## src/rtl/sccb_init_sequencer.sv

```systemverilog
// Walks a fixed register ROM and issues one SCCB write per entry via a level handshake.
// Define SCCB_INIT_TIMEOUT_EN to add a watchdog on the downstream handshake (ERROR state).
module sccb_init_sequencer #(
  parameter logic [7:0]  DEVICE_ID      = 8'h42,
  parameter int unsigned DELAY_CYCLES   = 50000,
  parameter int unsigned TIMEOUT_CYCLES = 2000000
) (
  input  logic       clk,
  input  logic       reset,
  input  logic       go,
  input  logic       tx_busy,
  output logic       tx_start,
  output logic [7:0] tx_id,
  output logic [7:0] tx_addr,
  output logic [7:0] tx_data,
  output logic       busy,
  output logic       done,
  output logic [4:0] index,
  output logic       error
);

  // One counter times the post-soft-reset delay and, when enabled, the watchdog.
  localparam int unsigned CntMax =
      (DELAY_CYCLES > TIMEOUT_CYCLES) ? DELAY_CYCLES : TIMEOUT_CYCLES;
  localparam int unsigned CntW = $clog2(CntMax + 1);
  localparam logic [CntW-1:0] DelayLast = CntW'(DELAY_CYCLES - 1);
`ifdef SCCB_INIT_TIMEOUT_EN
  localparam logic [CntW-1:0] TimeoutLast = CntW'(TIMEOUT_CYCLES - 1);
`endif

  typedef enum logic [2:0] {
    StIdle, StFetch, StReq, StWaitDone, StDelay, StFinish, StError
  } state_e;

  state_e          state_q, state_d;
  logic [4:0]      index_q, index_d;
  logic [7:0]      addr_q, addr_d;
  logic [7:0]      data_q, data_d;
  logic            tx_start_q, tx_start_d;
  logic [CntW-1:0] cnt_q, cnt_d;
  logic [15:0]     entry;
  logic            step;
  logic            cnt_run;

  function automatic logic [15:0] rom_entry(input logic [4:0] idx);
    case (idx)
      5'd0:    rom_entry = 16'h1280;
      5'd1:    rom_entry = 16'h1204;
      5'd2:    rom_entry = 16'h40D0;
      5'd3:    rom_entry = 16'h1101;
      5'd4:    rom_entry = 16'h0C00;
      5'd5:    rom_entry = 16'h3E00;
      5'd6:    rom_entry = 16'h8C00;
      default: rom_entry = 16'hFFFF;
    endcase
  endfunction

  always_comb begin
    state_d    = state_q;
    index_d    = index_q;
    addr_d     = addr_q;
    data_d     = data_q;
    tx_start_d = 1'b0;
    step       = 1'b0;
    entry      = rom_entry(index_q);
    case (state_q)
      StIdle, StFinish, StError: begin
        if (go) begin
          state_d = StFetch;
          index_d = '0;
        end
      end
      StFetch: begin
        addr_d  = entry[15:8];
        data_d  = entry[7:0];
        state_d = (entry == 16'hFFFF) ? StFinish : StReq;
      end
      StReq: begin
        // Arm only once a previous transfer has released tx_busy; then hold until acked.
        if (tx_start_q && tx_busy) begin
          state_d = StWaitDone;
        end else begin
          tx_start_d = tx_start_q || !tx_busy;
        end
      end
      StWaitDone: begin
        if (!tx_busy) begin
          if (addr_q == 8'h12 && data_q[7]) begin
            state_d = StDelay;
          end else begin
            step = 1'b1;
          end
        end
      end
      StDelay: step = (cnt_q == DelayLast);
      default: state_d = StIdle;
    endcase
    if (step) begin
      if (index_q == 5'd31) begin
        state_d = StFinish;
      end else begin
        index_d = index_q + 5'd1;
        state_d = StFetch;
      end
    end
`ifdef SCCB_INIT_TIMEOUT_EN
    if ((state_q == StReq || state_q == StWaitDone) && cnt_q == TimeoutLast) begin
      state_d    = StError;
      tx_start_d = 1'b0;
    end
`endif
  end

  // Counter restarts from zero on every state change.
  always_comb begin
    cnt_run = (state_q == StDelay);
`ifdef SCCB_INIT_TIMEOUT_EN
    cnt_run = cnt_run || state_q == StReq || state_q == StWaitDone;
`endif
    cnt_d = (cnt_run && state_d == state_q) ? cnt_q + 1'b1 : '0;
  end

  always_ff @(posedge clk) begin
    if (reset) begin
      state_q    <= StIdle;
      index_q    <= '0;
      addr_q     <= '0;
      data_q     <= '0;
      tx_start_q <= 1'b0;
      cnt_q      <= '0;
    end else begin
      state_q    <= state_d;
      index_q    <= index_d;
      addr_q     <= addr_d;
      data_q     <= data_d;
      tx_start_q <= tx_start_d;
      cnt_q      <= cnt_d;
    end
  end

  assign tx_start = tx_start_q;
  assign tx_id    = DEVICE_ID;
  assign tx_addr  = addr_q;
  assign tx_data  = data_q;
  assign index    = index_q;
  assign done     = (state_q == StFinish);
  assign busy     = !(state_q == StIdle || state_q == StFinish || state_q == StError);
`ifdef SCCB_INIT_TIMEOUT_EN
  assign error    = (state_q == StError);
`else
  assign error    = 1'b0;
`endif

endmodule

```

## config.mk

```make
export PLATFORM = sky130hd
export DESIGN_NAME = sccb_init_sequencer
export DESIGN_NICKNAME = d
export VERILOG_FILES = /design/src/rtl/sccb_init_sequencer.sv
export SDC_FILE = /design/constraint.sdc
export NUM_CORES = 1
export LEC_CHECK = 0
export BUFFER_PORTS_ARGS = -buffer_cell sky130_fd_sc_hd__buf_2
export CAP_MARGIN = 20
export CORE_UTILIZATION = 47
export DETAILED_ROUTE_END_ITERATION = 8
export PLACE_DENSITY = 0.68
export SYNTH_ARGS = -nofsm -noshare
export SYNTH_HDL_FRONTEND = slang
export SYNTH_SLANG_ARGS = --single-unit
```

## constraint.sdc

```tcl
create_clock -name clk -period 2.8 [get_ports clk]
set_clock_uncertainty 0.05 [all_clocks]
set_input_delay 0.14 -clock clk [delete_from_list [all_inputs] [get_ports clk]]
set_output_delay 0.14 -clock clk [all_outputs]
set_load 0.005 [all_outputs]
```

==> impl_metrics.py <==
metrics = {
    "outcome": {
        "status": "finished, final reports clean",
    },
    "timing": {
        "tns_ns": 0,
        "max_freq_ghz": 0.454,
        "min_period_over_period_pct": 78.7,
        "final_hold_viol_count": 0,
        "rsz0062_at_grt": "false",
        "finalSetupViolations": 0,
        "worst_pin_slew_ns": 0.932,
        "min_period_ns": 2.20,
        "max-slew-margin-rel_pct": 37.4,
        "slew_viol_final": 0,
    },
    "yosys": {
        "synthArstFlopShare_pct": 0,
        "yosysMostFrequentCell": "dfxtp_1",
        "syn_inst": 270,
        "ys.flop_type": "dfxtp_1",
        "synthTopCellsByCount": "dfxtp_1, nor2_1, nand2_1",
        "syn_avg_cell_area_um2": 8.37,
        "yosysTopAreaCell": "dfxtp_1",
        "ys_ff_latch": 40,
        "synth_top_area_share_pct": 35.4,
        "yosysSeqAreaShare_pct": 35.4,
        "netlist_area_um2": 2260,
        "synth.area.top_cells": "dfxtp_1, nor2_1, buf_4",
        "synth_edf_count": 0,
        "netlist-cell-type-count": 56,
        "yosysWarnings": 0,
    },
    "route": {
        "drtIter0Drc": 167,
        "firstDrtPassIters": 4,
        "avgViaCountPerCell": 5.81,
        "drc": 0,
        "routed_wl_mm": 4.61,
        "final_antenna_net_count": 0,
        "avgRoutedWirePerCell_um": 13.6,
        "vias": 1970,
    },
    "place": {
        "io_buffers": 27,
        "dp_hpwl_mm": 3.36,
        "place_congestion": 0.806,
    },
    "pwr": {
        "leakagePower_nw": 0.908,
        "p_per_area_nw_per_um2": 471,
        "p_int_mw": 0.846,
        "ir_drop_uv": 271,
        "seqPwrFrac_pct": 53.9,
        "swShare_pct": 26.0,
        "p_sw_mw": 0.297,
        "clockPowerShare_pct": 35.5,
        "power_frac_comb_pct": 10.5,
    },
    "clocking": {
        "tritoncts": "yes",
        "cts_hold_buffers": 0,
        "ctsHtreeMaxLevel": 2,
        "clk_latency_ns": 0.29,
        "cts_resized": 0,
        "path_clk_slew_ns": 0.08,
        "cts_buffer_depth": 2,
        "cts_buffers": 5,
        "clockRootBuffer": "clkbuf_8",
        "post_cts_buffers": 0,
        "clkSinkCount": 40,
    },
    "grt": {
        "antenna_found_initial": 0,
        "grt_pass1_vias": 1733,
        "grt_usage_pct": 19.6,
        "grt_overflow": 0,
        "grt_pass1_wl_mm": 7.91,
        "grt_max_degree": 22,
    },
    "finish": {
        "diodes": 0,
        "nets": 296,
        "post-route-util_pct": 54.3,
        "drive_above_1_share_pct": 18.1,
        "area_delta_synth_final_pct": 7.42,
    },
    "setup_path": {
        "cp_num_buf_inv": 1,
        "crit_family": "simple AND/OR/NAND/NOR gates",
        "critPathKind": "flop to flop",
        "worst_ep_required_time_ns": 2.93,
        "crit_path_cell_trace": "inv_1 > ha_1 > or3_1 > a22oi_1 > nor2_1 > o2111a_1",
        "path_max_fanout": 6,
        "end_kind": "flop",
        "critPathArrivalTime_ns": 2.33,
        "worst_setup_path_start_kind": "flop",
        "max_stage_delay_ns": 0.44,
        "slowest_stage": "or3_1",
    },
    "floorplanning": {
        "dieHeight_um": 71.3,
        "core_um2": 4470,
        "rows": 24,
        "initial_core_util_pct": 50.5,
        "dieArea_um2": 5090,
        "pin_count": 37,
        "die_w_um": 71.3,
    },
    "hold_path": {
        "hp-class": "input pin to flop",
    },
    "run": {
        "drv_cap": 0,
    },
}
[worst register-to-register path: stages, from the launching register on]
cell,delay (ns)
dfxtp_1,0.43
inv_1,0.10
ha_1,0.24
or3_1,0.44
a22oi_1,0.36
nor2_1,0.20
o2111a_1,0.28
[final timing paths]
| path | from | endpoint | slack [ns] | depth (start not counted) |
|---|---|---|---|---|
| worst min-delay path | tx_busy | tx_start | 0.11 | 4 |
| worst max-delay path | index[0] | state_q[1] | 0.60 | 6 |
| worst max register to register | index[0] | state_q[1] | 0.60 | 6 |
| worst min register to register | cnt_q[0] | cnt_q[0] | 0.42 | 1 |
[cells in the final DEF, fill, tap and decap left out, types with 3 or more instances in the layout]
cell,synthesis,layout
dfxtp_1,40,40
nor2_1,32,32
buf_2,2,27
nand2_1,22,22
a21oi_1,12,12
nand3_1,10,10
conb_1,2,9
a211oi_1,8,8
o21ai_0,8,8
inv_1,7,7
nor3_1,7,7
xnor2_1,7,7
ha_1,6,6
clkbuf_8,0,6
or3_1,5,5
mux2i_1,5,5
nand4_1,5,5
xor2_1,5,5
nand2b_1,4,4
and3_1,4,4
or2_2,4,4
nor4_1,3,3
nor2b_1,3,3
[power by group through the flow]
| stage | combinational (mW) | clock (mW) | sequential [mW] |
|---|---|---|---|
| 6_report | 0.120 | 0.406 | 0.616 |
| 5_1_grt | 0.135 | 0.450 | 0.621 |
| 4_1_cts | 0.120 | 0.422 | 0.616 |
| 3_5_place_dp | 0.120 | 0 | 0.630 |
| 3_3_place_gp | 0.120 | 0 | 0.629 |
| 2_1_floorplan | 0.103 | 0 | 0.620 |
[area by class of cell]
type	count	area, um2
Sequential cell	40	801
Clock inverter	2	15.0
Multi-Input combinational cell	204	1290
Fill cell	442	2050
Timing Repair Buffer	28	143
Tap cell	52	65.1
Inverter	7	26.3
Clock buffer	6	82.6
[metrics by stage]
step                power (mW)  instances  setup WS [ns]  area (um2)  hold slack, ns
finish                    1.14        339          0.597        2430           0.109
detailed placement       0.749        331          0.640        2330           0.401
CTS                       1.16        339          0.616        2430           0.104
global route              1.21        339          0.454        2430           0.130
global placement         0.749        331          0.728        2330           0.391
floorplan                0.723        277          0.815        2290           0.242
[cells by family after synthesis]
family	share of synthesized area, %
AO/OA/AOI/OAI	14.1
AND/OR/NAND/NOR	30.6
adder cells (fa/ha/maj)	3.77
flip-flops	35.4
other	0.332
buffers and inverters	8.42
XOR/XNOR	4.65
multiplexers	2.71
[flip-flops by register name, indices dropped and copies added (netlist names)]
name / cells
tx_addr: 7
index: 5
state_q: 3
tx_data: 3
cnt_q: 21
tx_start: 1
[per-layer routing]
layer,up-vias,global-route usage [%],routed length [um]
met5,-,0,0
met2,41,27.7,1940
met4,0,6.67,29
met3,2,5.49,169
met1,942,28.5,2470
li1,985,-,-
Note: power is estimated with default switching activity, not from simulation.
